--- src/rtl/spi_master_multi.sv ---
// spi_master_multi: parametrised SPI master, CPOL/CPHA at runtime, N selects.
// Optional LSB-first transfers via `SPI_MASTER_LSB_FIRST_EN (adds lsb_first).
module spi_master_multi #(
  parameter int DATA_W  = 8,
  parameter int NUM_SS  = 2,
  parameter int CLK_DIV = 2,
  parameter int SEL_W   = (NUM_SS > 1) ? $clog2(NUM_SS) : 1
) (
  input  logic                          clk,
  input  logic                          rst,
  input  logic                          start,
  input  logic [DATA_W-1:0]             tx_data,
  input  logic [1:0]                    mode,
  input  logic [SEL_W-1:0]              ss_sel,
`ifdef SPI_MASTER_LSB_FIRST_EN
  input  logic                          lsb_first,
`endif
  input  logic                          miso,
  output logic                          mosi,
  output logic                          sclk,
  output logic [NUM_SS-1:0]             ss_n,
  output logic                          busy,
  output logic                          done,
  output logic [DATA_W-1:0]             rx_data,
  output logic [$clog2(DATA_W+1)-1:0]   counter
);

  localparam int EDGES  = 2 * DATA_W;
  localparam int EDGE_W = $clog2(EDGES + 1);
  localparam int CNT_W  = $clog2(DATA_W + 1);
  localparam int DIV_W  = (CLK_DIV > 1) ? $clog2(CLK_DIV) : 1;

  typedef enum logic [2:0] {
    IDLE, SETUP, XFER, HOLD, DONE
  } state_t;

  state_t              state_q, state_d;
  logic [DIV_W-1:0]    div_q, div_d;
  logic [EDGE_W-1:0]   edge_q, edge_d;
  logic [CNT_W-1:0]    cnt_q, cnt_d;
  logic [DATA_W-1:0]   tx_q, tx_d;
  logic [DATA_W-1:0]   rx_q, rx_d;
  logic [DATA_W-1:0]   rxd_q, rxd_d;
  logic [SEL_W-1:0]    sel_q, sel_d;
  logic                mosi_q, mosi_d;
  logic                sclk_q, sclk_d;
  logic                cpha_q, cpha_d;
  logic                lsb_q, lsb_d;

  logic lsb_in;
  logic tick, fire, lead, smp, shf, accept;

`ifdef SPI_MASTER_LSB_FIRST_EN
  assign lsb_in = lsb_first;
`else
  assign lsb_in = 1'b0;
`endif

  // Edge timing: SETUP end gives edge 1, each XFER block end the rest.
  assign tick = (div_q == DIV_W'(CLK_DIV - 1));
  assign fire = tick && ((state_q == SETUP) ||
                ((state_q == XFER) && (edge_q != EDGE_W'(EDGES))));
  assign lead = ~edge_q[0];
  assign smp  = lead ^ cpha_q;
  assign shf  = cpha_q ? lead :
                (!lead && (edge_q != EDGE_W'(EDGES - 1)));

  // State register and datapath flops.
  always_ff @(posedge clk) begin
    if (rst) begin
      state_q <= IDLE;
      div_q   <= '0;
      edge_q  <= '0;
      cnt_q   <= '0;
      tx_q    <= '0;
      rx_q    <= '0;
      rxd_q   <= '0;
      sel_q   <= '0;
      mosi_q  <= 1'b0;
      sclk_q  <= 1'b0;
      cpha_q  <= 1'b0;
      lsb_q   <= 1'b0;
    end else begin
      state_q <= state_d;
      div_q   <= div_d;
      edge_q  <= edge_d;
      cnt_q   <= cnt_d;
      tx_q    <= tx_d;
      rx_q    <= rx_d;
      rxd_q   <= rxd_d;
      sel_q   <= sel_d;
      mosi_q  <= mosi_d;
      sclk_q  <= sclk_d;
      cpha_q  <= cpha_d;
      lsb_q   <= lsb_d;
    end
  end

  // Next-state, SCLK edges, shift/sample and accept handling.
  always_comb begin
    state_d = state_q;
    div_d   = div_q;
    edge_d  = edge_q;
    cnt_d   = cnt_q;
    tx_d    = tx_q;
    rx_d    = rx_q;
    rxd_d   = rxd_q;
    sel_d   = sel_q;
    mosi_d  = mosi_q;
    sclk_d  = sclk_q;
    cpha_d  = cpha_q;
    lsb_d   = lsb_q;
    accept  = 1'b0;
    unique case (state_q)
      IDLE: accept = start;
      SETUP: begin
        div_d = div_q + 1'b1;
        if (tick) begin
          div_d   = '0;
          state_d = XFER;
        end
      end
      XFER: begin
        div_d = div_q + 1'b1;
        if (tick) begin
          div_d = '0;
          if (edge_q == EDGE_W'(EDGES)) state_d = HOLD;
        end
      end
      HOLD: begin
        div_d = div_q + 1'b1;
        if (tick) begin
          div_d   = '0;
          state_d = DONE;
          rxd_d   = rx_q;
          mosi_d  = 1'b0;
        end
      end
      DONE: begin
        accept  = start;
        state_d = IDLE;
      end
      default: state_d = IDLE;
    endcase
    if (fire) begin
      sclk_d = ~sclk_q;
      edge_d = edge_q + 1'b1;
      if (smp) begin
        cnt_d = cnt_q + 1'b1;
        rx_d  = lsb_q ? {miso, rx_q[DATA_W-1:1]}
                      : {rx_q[DATA_W-2:0], miso};
      end
      if (shf) begin
        mosi_d = lsb_q ? tx_q[0] : tx_q[DATA_W-1];
        tx_d   = lsb_q ? (tx_q >> 1) : (tx_q << 1);
      end
    end
    if (accept) begin
      state_d = SETUP;
      div_d   = '0;
      edge_d  = '0;
      cnt_d   = '0;
      rx_d    = '0;
      sel_d   = ss_sel;
      cpha_d  = mode[0];
      lsb_d   = lsb_in;
      sclk_d  = mode[1];
      if (mode[0]) begin
        mosi_d = 1'b0;
        tx_d   = tx_data;
      end else begin
        mosi_d = lsb_in ? tx_data[0] : tx_data[DATA_W-1];
        tx_d   = lsb_in ? (tx_data >> 1) : (tx_data << 1);
      end
    end
  end

  // One-hot-low select for the latched slave; out-of-range selects none.
  always_comb begin
    ss_n = '1;
    for (int i = 0; i < NUM_SS; i++) begin
      if (busy && (sel_q == SEL_W'(i))) ss_n[i] = 1'b0;
    end
  end

  assign busy    = (state_q == SETUP) || (state_q == XFER) ||
                   (state_q == HOLD);
  assign done    = (state_q == DONE);
  assign mosi    = mosi_q;
  assign sclk    = sclk_q;
  assign rx_data = rxd_q;
  assign counter = cnt_q;

endmodule

--- config.mk ---
export PLATFORM = sky130hd
export DESIGN_NAME = spi_master_multi
export DESIGN_NICKNAME = d
export VERILOG_FILES = /design/src/rtl/spi_master_multi.sv
export SDC_FILE = /design/constraint.sdc
export NUM_CORES = 1
export LEC_CHECK = 0
export CORE_ASPECT_RATIO = 1.75
export CORE_UTILIZATION = 50
export CTS_BUF_LIST = sky130_fd_sc_hd__clkbuf_4 sky130_fd_sc_hd__clkbuf_8
export DETAILED_ROUTE_END_ITERATION = 7
export GPL_TIMING_DRIVEN = 0
export PLACE_DENSITY = 0.81
export SLEW_MARGIN = 20
export SYNTH_ARGS = -nofsm -noshare
export SYNTH_HDL_FRONTEND = slang
export SYNTH_SLANG_ARGS = --single-unit
--- constraint.sdc ---
create_clock -name clk -period 2.1 [get_ports clk]
set_input_delay 0.42 -clock clk [delete_from_list [all_inputs] [get_ports clk]]
set_output_delay 0.42 -clock clk [all_outputs]
set_load 0.05 [all_outputs]
==> summary.txt, run 1 <==
Num CTS Buffers: 5
Clock Tree Buf Depth: 2
Pins Over Slew Limit: 0
Worst-Margin Slew: 0.720 ns
I/O Pins: 33
VDD IR max: 0.545 mV
wire per inst: 14.9 um
# nets final: 293
r2r setup slk: -0.008 ns
ys flop type: dfxtp_1
# port buffers: 31
GR Layer Usage met1: 0.247
area grow syn2layout: 26.9%
most frequent cells in the layout: dfxtp_1, a21oi_1, clkdlybuf4s50_1, nand2_1, mux2_2
Stages on worst setup path: 8
Post-synth EDFFs: 0
Die Ht: 86.6 um
Congestion Overflow GR: 0
Syn Std Cell Area: 2050 um^2
Pwr Density: 675 nW/um^2
CTS clock-pin slew for the worst setup and hold paths: 0.08 ns
worst setup margin: -0.00762 ns
CTS sink cnt: 41
YS warnings: 0
CP Cell Sequence: ha_4 > and3_4 > ha_4 > or3b_4 > a2111oi_4 > buf_6 > o21ai_2 > a311oi_2
kind of end point of the critical path: flip-flop
FF-to-FF Start: edge_q[1]
worst path buffer plus inverter count: 1
r2r endpoint: mosi
Initial Util: 0.524
area of the multi-input gates: 1170 um^2
first-pass GRT wire length: 8.07 mm
Yosys cell types: 35
later-pin clock latency in the skew report: 0.30 ns
final WL: 4.79 mm
gr usage total: 0.238
Starting DRT DRC Count: 50
Period Utilization, post-route: 1.00
row cnt: 30
die width: 50.4 um
placed cells: 313
Final Critical Period: 2.11 ns
DR vias: 1867
met3 Use GR: 0.0404
Hold Vio Cnt, Final: 0
status: finished with violations
syn_nets: 253
die area: 4360 um^2
CP delay by family, top: compound AO/OA/AOI/OAI gates
vias in the first global route: 1844
Crit Path Class: flip-flop to flip-flop
clock skew: 0.00350 ns
initial antenna violation count: 0
max_cap viols: 0
# diodes: 0
CTS tree: built
FFs w/ async S/R, synth: 0
unrepaired setup endpoints after global routing: true
total core area: 3900 um^2
Worst Setup SP: edge_q[1]
largest net degree at the start of global routing: 20
CP Data Required Time: 2.32 ns
r2r worst-path depth: 8
GP Congestion: 0.797
CP max stage cell: or3b_4
Initial DRT Pass Iterations: 4
commonest non-fill, non-tap cell in the layout: dfxtp_1
Mapped Cells: 234
CP Data Arrival Time: 2.33 ns
Avg Cell Area, Syn: 8.75 um^2
CP max FO: 8
GRT Max-Usage Layer: met2
CP max stage delay: 0.41 ns
capture point of the worst path: mosi
GR Util met2: 0.455
DR DRC count: 0
leak pwr: 0.877 nW
# setup viols final: 4
sequential cell area: 823 um^2
DP HPWL: 3.42 mm
layout cell share with drive strength beyond 1: 0.197
most used cell, CP: ha_4
Yosys reg bits: 41
non-filler instance count after layout: 322
Via-to-Cell Ratio: 5.80
FMAX: 474 MHz
H-tree Lvls: 2
CTS Root Cell: clkbuf_8
violated checks: negative setup slack
Detail Route Antenna Nets: 0
total power draw: 0.00175 W
Slew HR: 0.517
Worst Hold Class: flip-flop to flip-flop
sequential-to-total area share from yosys stat: 0.401
fillcell total: 348
startpoint types: flip-flop
hold path cells: 2
## timing repair
| action | in CTS | in global routing |
|---|---|---|
| resized for setup | 16 | 9 |
| hold buffers | 0 | 0 |
| pin swaps | 14 | 6 |
| buffers inserted | 5 | 0 |
| setup endpoints to repair | 23 | 13 |
## how the worst min path moves through the flow
stage	start	slack, ns	endpoint
floorplan	rx_q[7]	0.43	rx_data[7]
global placement	rx_q[7]	0.44	rx_data[7]
detailed placement	rx_q[7]	0.45	rx_data[7]
CTS	rx_q[7]	0.46	rx_data[7]
global route	rx_q[7]	0.46	rx_data[7]
finish	rx_q[7]	0.45	rx_data[7]
## state kept, by name, summed over array words and instances (netlist names)
signal,flops
rx_data,8
rx_q,8
tx_q,8
edge_q,5
counter,4
state_q,3
cpha_q,1
div_q,1
mosi,1
sclk,1
sel_q,1
## cell families after synthesis
logic type / Yosys count / synth area share
AO/OA/AOI/OAI: 74 / 0.235
XOR/XNOR: 6 / 0.0257
adder cells (fa/ha/maj): 4 / 0.0245
buffers and inverters: 25 / 0.0520
flip-flops: 41 / 0.401
multiplexers: 15 / 0.0825
AND/OR/NAND/NOR: 69 / 0.179
## metrics by stage
| stage | area, um^2 | hold WS, ns | setup slack, ns | TNS (ns) | utilization |
|---|---|---|---|---|---|
| global route | 2600 | 0.464 | -0.0888 | -0.488 | 0.665 |
| floorplan | 2050 | 0.428 | -0.0364 | -0.0364 | - |
| finish | 2600 | 0.452 | -0.00762 | -0.0102 | 0.665 |
| detailed placement | 2420 | 0.446 | -0.548 | -8.40 | 0.620 |
| CTS | 2590 | 0.456 | -0.108 | -0.484 | 0.663 |
| global placement | 2420 | 0.438 | -0.482 | -6.93 | 0.620 |
## layer usage
metal,vias up,share of wire
met2,36,0.56
met1,900,0.39
met4,0,0.018
li1,922,-
met3,9,0.030
met5,-,0
## power by group
group	internal [W]	switching, W	total [W]
Sequential	0.000801	0.0000190	0.000820
Combinational	0.000122	0.000188	0.000310
Clock	0.000346	0.000279	0.000624
Total	0.00127	0.000485	0.00175
## synthesized netlist by cell type, drive strengths merged (6+ instances only)
cell / n / area (um^2)
buf: 6 / 35.0
o31ai: 9 / 67.6
clkbuf: 12 / 45.0
o211ai: 9 / 67.6
nand3: 13 / 65.1
mux2: 15 / 169
nor2: 7 / 26.3
inv: 7 / 26.3
o21ai: 15 / 78.8
nand2: 25 / 93.8
a21oi: 35 / 175
dfxtp: 41 / 821
## layout make-up
type                    count  share of cell area
clock buffers               5              0.0265
well taps                  48              0.0231
inverters                   7              0.0101
plain buffers              15              0.0279
flip-flops and latches     41               0.317
clock inverters             2              0.0135
repair buffers             36               0.132
multi-input cells         168               0.449
## worst reg2reg max path, cell delays in order (launching register included)
cell       delay, ns
dfxtp_2         0.34
ha_4            0.15
and3_4          0.17
ha_4            0.15
or3b_4          0.41
a2111oi_4       0.32
buf_6           0.19
o21ai_2         0.08
a311oi_2        0.23
Power figures use the tool's default switching activity.
==> inputs of run 2 (changes only) <==
- GPL_TIMING_DRIVEN: 0 -> not set
==> run 2 against run 1 <==
Net effect:
- final area rose by 1.8%
- the flow now finishes without violations
- cell count fell by 0.31%
- power fell by 3.3%
- count of clock-buffer cells in the layout is 1 higher
- first-iteration DRC count up 20%
- core utilization is 1.2 points higher
- largest cell class unchanged
- clock skew grew 0.0059 ns
- non-clock buffer count fell by 2
- critical endpoint is now tx_q[5]
==> summary.txt, run 2 (synthesis gave the netlist of run 1 again) <==
die width: 50.4 um
DR vias: 1837
commonest non-fill, non-tap cell in the layout: dfxtp_1
Worst Hold Class: flip-flop to flip-flop
# setup viols final: 0
CTS sink cnt: 41
area grow syn2layout: 29.2%
# port buffers: 32
CP Cell Sequence: ha_2 > and3_4 > ha_4 > or3b_4 > a2111oi_4 > buf_4 > o31ai_2 > a21oi_1
Num CTS Buffers: 5
first-pass GRT wire length: 7.67 mm
Hold Vio Cnt, Final: 0
max_cap viols: 0
startpoint types: flip-flop
CP max stage cell: or3b_4
Starting DRT DRC Count: 60
Post-Place Setup Slack: -0.0205 ns
GP Congestion: 0.802
CP max FO: 4
Via-to-Cell Ratio: 5.72
vias in the first global route: 1821
FMAX: 479 MHz
wire per inst: 14.4 um
leak pwr: 0.901 nW
Crit Path Class: flip-flop to flip-flop
CP Data Required Time: 2.34 ns
CTS Root Cell: clkbuf_8
Slew HR: 0.656
clock skew: 0.00935 ns
fin util: 0.678
CTS clock-pin slew for the worst setup and hold paths: 0.08 ns
Pwr Density: 641 nW/um^2
Detail Route Antenna Nets: 0
unrepaired setup endpoints after global routing: true
worst setup margin: 0.0115 ns
Worst-Margin Slew: 0.514 ns
CTS tree: built
Final Critical Period: 2.09 ns
# diodes: 0
row cnt: 30
Initial Util: 0.524
CP Data Arrival Time: 2.33 ns
largest net degree at the start of global routing: 23
CP max stage delay: 0.40 ns
VDD IR max: 0.489 mV
status: finished, final reports clean
Congestion Overflow GR: 0
initial antenna violation count: 0
total power draw: 0.00169 W
H-tree Lvls: 2
final WL: 4.63 mm
most frequent cells in the layout: dfxtp_1, a21oi_1, clkdlybuf4s50_1, nand2_1, buf_4
gr usage total: 0.233
Pins Over Slew Limit: 0
Clock Tree Buf Depth: 2
I/O Pins: 33
# nets final: 291
hold bufs inserted after CTS: 0
total core area: 3900 um^2
Period Utilization, post-route: 0.995
layout cell share with drive strength beyond 1: 0.231
Initial DRT Pass Iterations: 4
Die Ht: 86.6 um
kind of end point of the critical path: flip-flop
DR DRC count: 0
later-pin clock latency in the skew report: 0.30 ns
DP HPWL: 3.28 mm
die area: 4360 um^2
[run 2: changes by cell type in the layout (fill, tap and decap cells not counted), sizes merged]
cell / previous run / this run
buf: 9 / 21
clkbuf: 18 / 6
clkinv: 1 / 2
clkdlybuf4s50: 27 / 28
clkdlybuf4s15: 2 / 0
bufinv: 1 / 0
[run 2: repair_timing]
action | 4_1_cts | 5_1_grt
setup buffers | 1 | 0
endpoints found under the setup margin | 8 | 8
pin swaps | 11 | 3
gates resized for setup | 7 | 3
endpoints found under the hold margin | 0 | 0
[run 2: per-stage QoR]
| stage | hold WS [ns] | cells | setup TNS [ns] | cell area, um^2 |
|---|---|---|---|---|
| floorplan | 0.428 | 234 | -0.0364 | 2050 |
| global placement | 0.442 | 312 | 0 | 2500 |
| detailed placement | 0.451 | 312 | -0.0797 | 2500 |
| CTS | 0.461 | 321 | -0.239 | 2630 |
| global route | 0.477 | 321 | -0.581 | 2650 |
| finish | 0.458 | 321 | 0 | 2650 |
[run 2: report_power, final]
group / internal [W] / switching (W)
clock: 0.000266 / 0.000278
sequential: 0.000801 / 0.0000240
combinational: 0.000145 / 0.000181
[run 2: cell type report]
type | count | area (um^2)
Inverter | 7 | 26.3
Clock inverter | 2 | 13.8
Clock buffer | 6 | 82.6
Tap cell | 48 | 60.1
Multi-Input combinational cell | 168 | 1160
Fill cell | 325 | 1260
Sequential cell | 41 | 823
Timing Repair Buffer | 49 | 475
[run 2: routing by layer]
layer  GRT usage  up-vias  routed length (um)
met4       0.144        0                 118
met2       0.441       38                2560
met5           0        -                   0
li1            -      916                   -
met1       0.230      873                1830
met3      0.0281       10                 120
[run 2: worst paths after layout]
kind                    from    endpoint  slack, ns  depth (start not counted)
setup / recovery   edge_q[0]     tx_q[5]       0.01                          8
hold / removal    rx_data[7]  rx_data[7]       0.46                          2
setup reg to reg   edge_q[0]     tx_q[5]       0.01                          8
hold reg to reg   rx_data[7]  rx_data[7]       0.46                          2
[run 2: worst max-delay path: cells and delay by family (launching register included)]
| kind | cells | cell delay (ns) |
|---|---|---|
| AND/OR/NAND/NOR | 2 | 0.58 |
| adder cells (fa/ha/maj) | 2 | 0.32 |
| flip-flops | 1 | 0.33 |
| AO/OA/AOI/OAI | 3 | 0.60 |
| buffers and inverters | 1 | 0.21 |
